File: config.mk
export PLATFORM = sky130hd
export DESIGN_NAME = tape_recorder_flat
export DESIGN_NICKNAME = d
export VERILOG_FILES = /design/src/rtl/tape_recorder_if.sv /design/src/rtl/tape_recorder.sv /design/src/flat_wrapper.sv
export SDC_FILE = /design/constraint.sdc
export NUM_CORES = 1
export LEC_CHECK = 0
export ABC_AREA = 1
export BUFFER_PORTS_ARGS = -buffer_cell sky130_fd_sc_hd__buf_2
export CORE_MARGIN = 8
export CORE_UTILIZATION = 30
export CTS_BUF_LIST = sky130_fd_sc_hd__clkbuf_8
export CTS_CLUSTER_DIAMETER = 40
export CTS_CLUSTER_SIZE = 10
export DETAILED_ROUTE_END_ITERATION = 10
export SYNTH_ARGS = -nofsm -noshare
export SYNTH_HDL_FRONTEND = slang
export SYNTH_SLANG_ARGS = --single-unit
File: constraint.sdc
create_clock -name clk_sys -period 4.2 [get_ports clk_sys]
set_input_delay 0.21 -clock clk_sys [delete_from_list [all_inputs] [get_ports clk_sys]]
set_output_delay 0.21 -clock clk_sys [all_outputs]
set_load 0.005 [all_outputs]
File: src/rtl/tape_recorder_if.sv
// Tape cache write port: the recorder drives a one-cycle strobe with address and data.
interface tape_recorder_if #(
  parameter int ADDR_W = 16
);
  logic              wr;
  logic [ADDR_W-1:0] wr_addr;
  logic [7:0]        wr_data;

  modport master (output wr, wr_addr, wr_data);
  modport slave  (input  wr, wr_addr, wr_data);
endinterface

File: src/rtl/tape_recorder.sv
// Cassette record path: measures K7_TAPEOUT rising-edge periods, decodes Oric
// bit/byte framing and appends the decoded bytes to the tape cache.
module tape_recorder #(
  parameter int ADDR_W     = 16,
  parameter int MIN_PERIOD = 2400,
  parameter int BIT_THRESH = 7500,
  parameter int MAX_PERIOD = 24000
) (
  input  logic            clk_sys,
  input  logic            reset,
  input  logic            en,
  input  logic            clear,
  input  logic            tape_out,
  tape_recorder_if.master cache,
  output logic [ADDR_W:0] length,
  output logic            active,
  output logic            parity_err,
  output logic            frame_err,
  output logic            full
);

  typedef enum logic [1:0] {IDLE, DATA, PARITY, STOP} state_t;

  localparam logic [15:0] MIN_P    = 16'(MIN_PERIOD);
  localparam logic [15:0] THRESH_P = 16'(BIT_THRESH);
  localparam logic [15:0] MAX_P    = 16'(MAX_PERIOD);

  state_t            state;
  logic [2:0]        tape_sync;
  logic [15:0]       cnt;
  logic              have_ref;
  logic [2:0]        bitcnt;
  logic [7:0]        shreg;
  logic              par_bit;
  logic [ADDR_W-1:0] ptr;

  logic rise;
  logic bit_val;
  logic period_ok;
  logic timeout;

  // Two flops resynchronize the line; the third only serves edge detection.
  always_ff @(posedge clk_sys or posedge reset) begin
    if (reset) begin
      tape_sync <= '0;
    end else begin
      tape_sync <= {tape_sync[1:0], tape_out};
    end
  end

  assign rise      = tape_sync[1] & ~tape_sync[2];
  assign bit_val   = (cnt < THRESH_P);
  assign period_ok = (cnt >= MIN_P);
  assign timeout   = have_ref && (cnt >= MAX_P);
  assign active    = (state != IDLE);

  always_ff @(posedge clk_sys or posedge reset) begin
    if (reset) begin
      state         <= IDLE;
      cnt           <= '0;
      have_ref      <= 1'b0;
      bitcnt        <= '0;
      shreg         <= '0;
      par_bit       <= 1'b0;
      ptr           <= '0;
      length        <= '0;
      parity_err    <= 1'b0;
      frame_err     <= 1'b0;
      full          <= 1'b0;
      cache.wr      <= 1'b0;
      cache.wr_addr <= '0;
      cache.wr_data <= '0;
    end else if (clear) begin
      state         <= IDLE;
      cnt           <= '0;
      have_ref      <= 1'b0;
      bitcnt        <= '0;
      shreg         <= '0;
      par_bit       <= 1'b0;
      ptr           <= '0;
      length        <= '0;
      parity_err    <= 1'b0;
      frame_err     <= 1'b0;
      full          <= 1'b0;
      cache.wr      <= 1'b0;
      cache.wr_addr <= '0;
      cache.wr_data <= '0;
    end else begin
      cache.wr <= 1'b0;
      if (!en) begin
        // Disarming abandons the byte in flight but keeps ptr/length so re-arming appends.
        state    <= IDLE;
        have_ref <= 1'b0;
        cnt      <= '0;
      end else begin
        if (cnt != 16'hFFFF) begin
          cnt <= cnt + 16'd1;
        end
        if (rise) begin
          if (!have_ref) begin
            cnt      <= '0;
            have_ref <= 1'b1;
          end else if (period_ok) begin
            cnt <= '0;
            case (state)
              IDLE: begin
                if (!bit_val) begin
                  state  <= DATA;
                  bitcnt <= '0;
                end
              end
              DATA: begin
                shreg  <= {bit_val, shreg[7:1]};
                bitcnt <= bitcnt + 3'd1;
                if (bitcnt == 3'd7) begin
                  state <= PARITY;
                end
              end
              PARITY: begin
                par_bit <= bit_val;
                state   <= STOP;
              end
              STOP: begin
                state <= IDLE;
                if (bit_val) begin
                  // Odd parity over data plus parity bit; a bad byte is still stored.
                  if (!(^shreg ^ par_bit)) begin
                    parity_err <= 1'b1;
                  end
                  if (!full) begin
                    cache.wr      <= 1'b1;
                    cache.wr_addr <= ptr;
                    cache.wr_data <= shreg;
                    ptr           <= ptr + ADDR_W'(1);
                    length        <= length + (ADDR_W+1)'(1);
                    if (ptr == '1) begin
                      full <= 1'b1;
                    end
                  end
                end else begin
                  frame_err <= 1'b1;
                end
              end
              default: state <= IDLE;
            endcase
          end
        end else if (timeout) begin
          have_ref <= 1'b0;
          state    <= IDLE;
        end
      end
    end
  end

endmodule

File: src/flat_wrapper.sv
// flat-port wrapper written by rule: the top's interface ports become plain ports
module tape_recorder_flat 
#(
  parameter int ADDR_W     = 16,
  parameter int MIN_PERIOD = 2400,
  parameter int BIT_THRESH = 7500,
  parameter int MAX_PERIOD = 24000
)
  (clk_sys, reset, en, clear, tape_out, length, active, parity_err, frame_err, full, cache_wr, cache_wr_addr, cache_wr_data);
  tape_recorder_if #(.ADDR_W(ADDR_W)) cache_i ();
  input  logic clk_sys;
  input  logic reset;
  input  logic en;
  input  logic clear;
  input  logic tape_out;
  output logic [ADDR_W:0] length;
  output logic active;
  output logic parity_err;
  output logic frame_err;
  output logic full;
  output wire logic [$bits(cache_i.wr)-1:0] cache_wr;
  output wire logic [$bits(cache_i.wr_addr)-1:0] cache_wr_addr;
  output wire logic [$bits(cache_i.wr_data)-1:0] cache_wr_data;
  assign cache_wr = cache_i.wr;
  assign cache_wr_addr = cache_i.wr_addr;
  assign cache_wr_data = cache_i.wr_data;
  tape_recorder #(.ADDR_W(ADDR_W), .MIN_PERIOD(MIN_PERIOD), .BIT_THRESH(BIT_THRESH), .MAX_PERIOD(MAX_PERIOD)) u_core (.clk_sys(clk_sys), .reset(reset), .en(en), .clear(clear), .tape_out(tape_out), .cache(cache_i), .length(length), .active(active), .parity_err(parity_err), .frame_err(frame_err), .full(full));
endmodule
# After elaboration in Yosys (flattened, before gate mapping)

Cells that the tools add are included.

Latch bits: 0
ROM bits: 0
RAM bits: 0
Register bits: 95
Memories: 0
Input bits: 5
Output and inout bits: 46

Add/sub/neg operators: 4
Shifts and indexed selects: 0
Reductions and logical operators: 21
Equality and inequality tests: 15
Div/mod/pow operators: 0
Magnitude comparators: 3
Muxes and demuxes: 102
Bitwise gates (word level): 3
Multiply operators: 0

Operators with widths:

| cell                    | count |
|---|---|
| $mux W16                | 22 |
| $mux W17                | 8 |
| $mux W8                 | 14 |
| $mux W1                 | 42 |
| $add A16 B1 Y16 const B | 2 |
| $mux W3                 | 6 |
| $reduce_and A6 Y1       | 3 |
| $reduce_bool A2 Y1      | 9 |
| $add A17 B1 Y17 const B | 1 |
| $eq A16 B16 Y1 const B  | 1 |
| $ge A16 B12 Y1 const B  | 1 |
| $ge A16 B15 Y1 const B  | 1 |
| $lt A16 B13 Y1 const B  | 1 |
| $mux W2                 | 8 |
| $ne A16 B16 Y1 const B  | 1 |
| $reduce_and A5 Y1       | 3 |
| $reduce_and A7 Y1       | 2 |
| $ne A5 B5 Y1 const B    | 2 |
| $pmux W2 S4             | 1 |
| $reduce_xor A8 Y1       | 1 |
| $ne A2 B2 Y1 const B    | 3 |
| $pmux W3 S2             | 1 |
| $eq A2 B2 Y1 const B    | 2 |
| $ne A4 B1 Y1 const B    | 1 |
| other kinds (12)        | 12 |

# Depth between registers and ports, before layout

Depth after elaboration: 10
Depth in mapped cells: 12
Mapped depth without buffers: 12

# Worst setup path before layout

No wires, ideal clock.

Path kind: reg2reg
Start: register u_core.cnt[0]
End: register u_core.cnt[11]
Slack: 2641 ps
Data required time: 4079 ps
Period minus slack after synthesis: 1559 ps
Data arrival time: 1438 ps
Cell stages (with the launch flop): 13
Cells stage by stage: dfrtp_1 ha_1 inv_1 nor2_2 inv_1 nor2_1 nand2_1 nor2_1 nand3_1 nand2_1 nand2_1 nand2_1 nor2_1

Word-level cells in the longest chain between the ends: 7

Ends and longest elaborated chain:

| item                                                     | line                                     | RTL |
|---|---|---|
| start, declared                                          | tape_recorder.sv:30                      | `logic [15:0] cnt;` |
| start signal, assigned                                   | tape_recorder.sv:97                      | `cnt <= cnt + 16'd1;` |
| $add A16 B1 Y16 / $ne A16 B16 Y1 (equally long branches) | tape_recorder.sv:97, tape_recorder.sv:96 |  |
| $mux W16                                                 | tape_recorder.sv:96                      | `if (cnt != 16'hFFFF) begin` |
| $mux W16                                                 | tape_recorder.sv:103                     | `end else if (period_ok) begin` |
| $mux W16                                                 | tape_recorder.sv:100                     | `if (!have_ref) begin` |
| $mux W16 *                                               | tape_recorder.sv:99                      | `if (rise) begin` |
| $mux W16 *                                               | tape_recorder.sv:90                      | `if (!en) begin` |
| $mux W16 *                                               | tape_recorder.sv:73                      | `end else if (clear) begin` |

Every way passes the cells marked *; elsewhere a longest branch is shown, timed or not.
A chain may end at the register's enable or synchronous reset.

# Worst setup path in the final report

Start: input clear
End: register u_core.ptr[5]

Word-level cells in the longest chain between the ends: 2

Ends and longest elaborated chain:

| item                                                                | line                 | RTL |
|---|---|---|
| start, declared                                                     | flat_wrapper.sv:14   | `input logic clear;` |
| $ne A2 B2 Y1 (no line) / $reduce_bool A2 Y1 (equally long branches) | --                   |  |
| $reduce_and A7 Y1 (no line)                                         | --                   |  |
| end signal, assigned                                                | tape_recorder.sv:134 | `ptr <= ptr + ADDR_W'(1);` |
| end, declared                                                       | tape_recorder.sv:35  | `logic [ADDR_W-1:0] ptr;` |

Parallel ways exist; a longest one is shown, timed or not.

==> results.sh <==
export IMPL_die_height_um=149
export IMPL_worstSetupPathType="in2reg"
export IMPL_seqCellArea_um2=2380
export IMPL_postSynthAreaPerCell_um2=7.39
export IMPL_grt_usage=0.115
export IMPL_postCtsResizedCells=0
export IMPL_synth_cell_area_um2=5290
export IMPL_filler_cell_count=1869
export IMPL_drcViolationCount=0
export IMPL_worst_margin_pin_slew_ns=0.861
export IMPL_fraction_of_the_core_area_covered_by_cells_at_the_end_of_the_flow=0.343
export IMPL_worstReg2RegStart="u_core.cnt[15]$_DFF_PP0_"
export IMPL_routed_wl_mm=12.1
export IMPL_cts_root_to_sink_buffers=2
export IMPL_path_max_fanout=35
export IMPL_most_used_flip_flop_cell_after_synthesis="sky130_fd_sc_hd__dfrtp_1"
export IMPL_cts_num_sinks=95
export IMPL_worstSkewPairLatency_ns=0.40
export IMPL_finalSetupTns_ns=0
export IMPL_htreeDepth=3
export IMPL_finalCriticalPeriod_ns=2.50
export IMPL_syn_nets=732
export IMPL_yosys_cell_types_count=35
export IMPL_postSynthRegisterBits=95
export IMPL_violations="negative hold slack"
export IMPL_multiInputGateArea_um2=2520
export IMPL_cts_tree="yes"
export IMPL_synth_sequential_area_ratio=0.449
export IMPL_detailedPlacementHpwl_mm=8.63
export IMPL_overflow=0
export IMPL_number_of_enable_flip_flop_cells_after_synthesis=0
export IMPL_final_setup_viol_count=0
export IMPL_ir_drop_mv=0.157
export IMPL_die_area_um2=22100
export IMPL_layout_drive_gt1_share=0.140
export IMPL_cts_root_buf="sky130_fd_sc_hd__clkbuf_8"
export IMPL_synthToLayoutAreaGrowth_pct=12.3
export IMPL_grt_start_max_net_pins=70
export IMPL_whs_ns=-0.000117
export IMPL_r2r_cells=10
export IMPL_critPathArrivalTime_ns=2.84
export IMPL_achievable_frequency_ghz=0.399
export IMPL_clk_transition_reported_paths_ns=0.10
export IMPL_max_slew_margin_rel=0.426
export IMPL_startpoint="clear"
export IMPL_num_vias=4418
export IMPL_top_level_ports=51
export IMPL_n_antenna_cell=0
export IMPL_antenna_found_initial=0
export IMPL_crit_path_end="u_core.ptr[5]$_DFFE_PP0P_"
export IMPL_share_of_async_settable_or_async_resettable_flops_after_synthesis=1.00
export IMPL_synth_warning_count=0
export IMPL_report_final_slew_viol_count=0
export IMPL_worstReg2RegEnd="u_core.cache.wr_addr[14]$_DFFE_PP0P_"
export IMPL_outcome="finished, violations left"
export IMPL_cellPowerDensity_nw_per_um2=319
export IMPL_start_util=0.306
export IMPL_rsz0062_at_grt="no"
export IMPL_ant_nets=0
export IMPL_drt_iter0_markers=233
export IMPL_layout_worst_path_cycle_share=0.596
export IMPL_static_leakage_power_uw=0.00292
export IMPL_globalplace_congestion=0.820
export IMPL_first_pass_iters=4
export IMPL_maxCapViolations=0
export IMPL_nets=776
export IMPL_first_global_vias=4364
export IMPL_die_w_um=149
export IMPL_placement_io_buffers=50
export IMPL_holdCritPathClass="in2async"
export IMPL_ff2ff_setup_slack_ns=1.86
export IMPL_routed_wire_length_per_instance_um=12.2
export IMPL_num_rows=48
export IMPL_coreArea_um2=17300
export IMPL_grt_pass1_wl_mm=20.8
export IMPL_route_detailed_vias_per_inst=4.46
export IMPL_hold_viol=1
export IMPL_critical_path_endpoint_type="flop"
export IMPL_critPathRequiredTime_ns=4.54
export IMPL_skew_ns=0.0141
export IMPL_synthCells=716
export IMPL_worstSetupStartpointType="input pin"
export IMPL_cts_buffers=9
## metrics by stage
| stage | std cells | hold slack [ns] | power, uW | setup slack [ns] | area [um^2] |
|---|---|---|---|---|---|
| after floorplan | 716 | 0.241 | 1150 | 1.51 | 5290 |
| after global placement | 973 | 0.322 | 1200 | 1.31 | 5700 |
| after detailed placement | 973 | 0.324 | 1210 | 1.24 | 5700 |
| after CTS | 990 | 0.0268 | 1920 | 1.64 | 5940 |
| after global routing | 990 | 0.0710 | 1990 | 1.33 | 5940 |
| final | 990 | -0.000117 | 1890 | 1.70 | 5940 |
## cells in the final DEF, fill, tap and decap left out, drive strengths merged, types with 2 or more instances in the layout
cell type	n
or2	3
a21oi	12
ha	11
bufinv	2
clkinv	2
xor2	20
nor3	13
buf	53
o21ai	39
xnor2	3
dfrtp	95
nand2	275
o22ai	2
nand4	9
nand3	36
nor2	105
nor3b	2
clkbuf	11
inv	65
## critical path: stages
cell                      delay (ns)
sky130_fd_sc_hd__buf_2          0.53
sky130_fd_sc_hd__inv_1          0.53
sky130_fd_sc_hd__nand2_1        0.24
sky130_fd_sc_hd__nand2_1        0.08
sky130_fd_sc_hd__nor2_1         0.11
sky130_fd_sc_hd__nand2_2        0.29
sky130_fd_sc_hd__inv_1          0.60
sky130_fd_sc_hd__nand2_1        0.12
sky130_fd_sc_hd__nand2_1        0.09
## cell type report
| class | instances | area share |
|---|---|---|
| clock buffers | 11 | 0.0255 |
| clock inverters | 5 | 0.0137 |
| inverters | 64 | 0.0409 |
| multi-input cells | 536 | 0.425 |
| flip-flops and latches | 95 | 0.400 |
| well taps | 225 | 0.0474 |
| repair buffers | 54 | 0.0476 |
## repair_timing
action                    4_1_cts  5_1_grt
setup buffers                   0        0
hold buffers                    1        0
hold endpoints to repair        1        0
## cell families (layout without fill, tap and decap cells)
kind of cell,after synthesis,in the layout,synth area share
and+or+nand+nor,445,445,0.348
DFF,95,95,0.449
buffers and inverters,85,134,0.0736
AOI/OAI and AO/OA,57,57,0.0644
xor gates and xnor gates,23,23,0.0381
adders and majority gates,11,11,0.0260
## cells in the mapped netlist (2+ instances only)
cell                       count  area share
sky130_fd_sc_hd__nand2_1     265        0.19
sky130_fd_sc_hd__nor2_1       96       0.068
sky130_fd_sc_hd__dfrtp_1      95        0.45
sky130_fd_sc_hd__inv_1        62       0.044
sky130_fd_sc_hd__nand3_1      35       0.033
sky130_fd_sc_hd__o21ai_0      22       0.021
sky130_fd_sc_hd__xor2_1       20       0.033
sky130_fd_sc_hd__a21oi_1      12       0.011
sky130_fd_sc_hd__ha_1         11       0.026
sky130_fd_sc_hd__nor3_1       11       0.010
sky130_fd_sc_hd__o21ai_2      11       0.018
sky130_fd_sc_hd__nand2_2      10       0.012
sky130_fd_sc_hd__nand4_1       9       0.011
sky130_fd_sc_hd__buf_2         8      0.0076
sky130_fd_sc_hd__nor2_2        8      0.0095
sky130_fd_sc_hd__buf_6         6       0.013
sky130_fd_sc_hd__o21ai_1       6      0.0057
sky130_fd_sc_hd__clkbuf_1      4      0.0028
sky130_fd_sc_hd__or2_2         3      0.0035
sky130_fd_sc_hd__xnor2_1       3      0.0050
sky130_fd_sc_hd__inv_2         2      0.0014
sky130_fd_sc_hd__nor3_2        2      0.0038
sky130_fd_sc_hd__nor3b_1       2      0.0028
sky130_fd_sc_hd__o22ai_1       2      0.0024
## metal layers
metal,up-vias,track usage,part of all wire
met3,11,0.0252,0.037
met4,0,0.0480,0.013
met5,-,0,0
met2,45,0.188,0.48
met1,2044,0.143,0.47
li1,2318,-,-
## registers in the layout, summed over array words and instances (netlist names)
name and cells:
u_core.cache.wr_data 8, u_core.parity_err 1, u_core.tape_sync 3, u_core.shreg 8, u_core.frame_err 1, u_core.state 2, u_core.ptr 16, u_core.bitcnt 3
u_core.cache.wr_addr 16, u_core.length 17, u_core.cnt 16, u_core.have_ref 1, u_core.cache.wr 1, u_core.par_bit 1, u_core.full 1
## how the worst min path moves through the flow
stage | endpoint | start | depth (start not counted) | slack, ns
floorplan | u_core.tape_sync[0]$_DFF_PP0_ | tape_out | 0 | 0.24
global placement | u_core.tape_sync[0]$_DFF_PP0_ | tape_out | 1 | 0.32
detailed placement | u_core.tape_sync[0]$_DFF_PP0_ | tape_out | 1 | 0.32
CTS | u_core.parity_err$_DFFE_PP0P_ | reset | 2 | 0.03
global route | u_core.parity_err$_DFFE_PP0P_ | reset | 2 | 0.07
finish | u_core.parity_err$_DFFE_PP0P_ | reset | 2 | -0.0001
## power by group
part,switching [uW],internal (uW)
registers,38.0,953
logic,123,68.2
clock network,342,368
total,503,1390
Power figures use the tool's default switching activity.
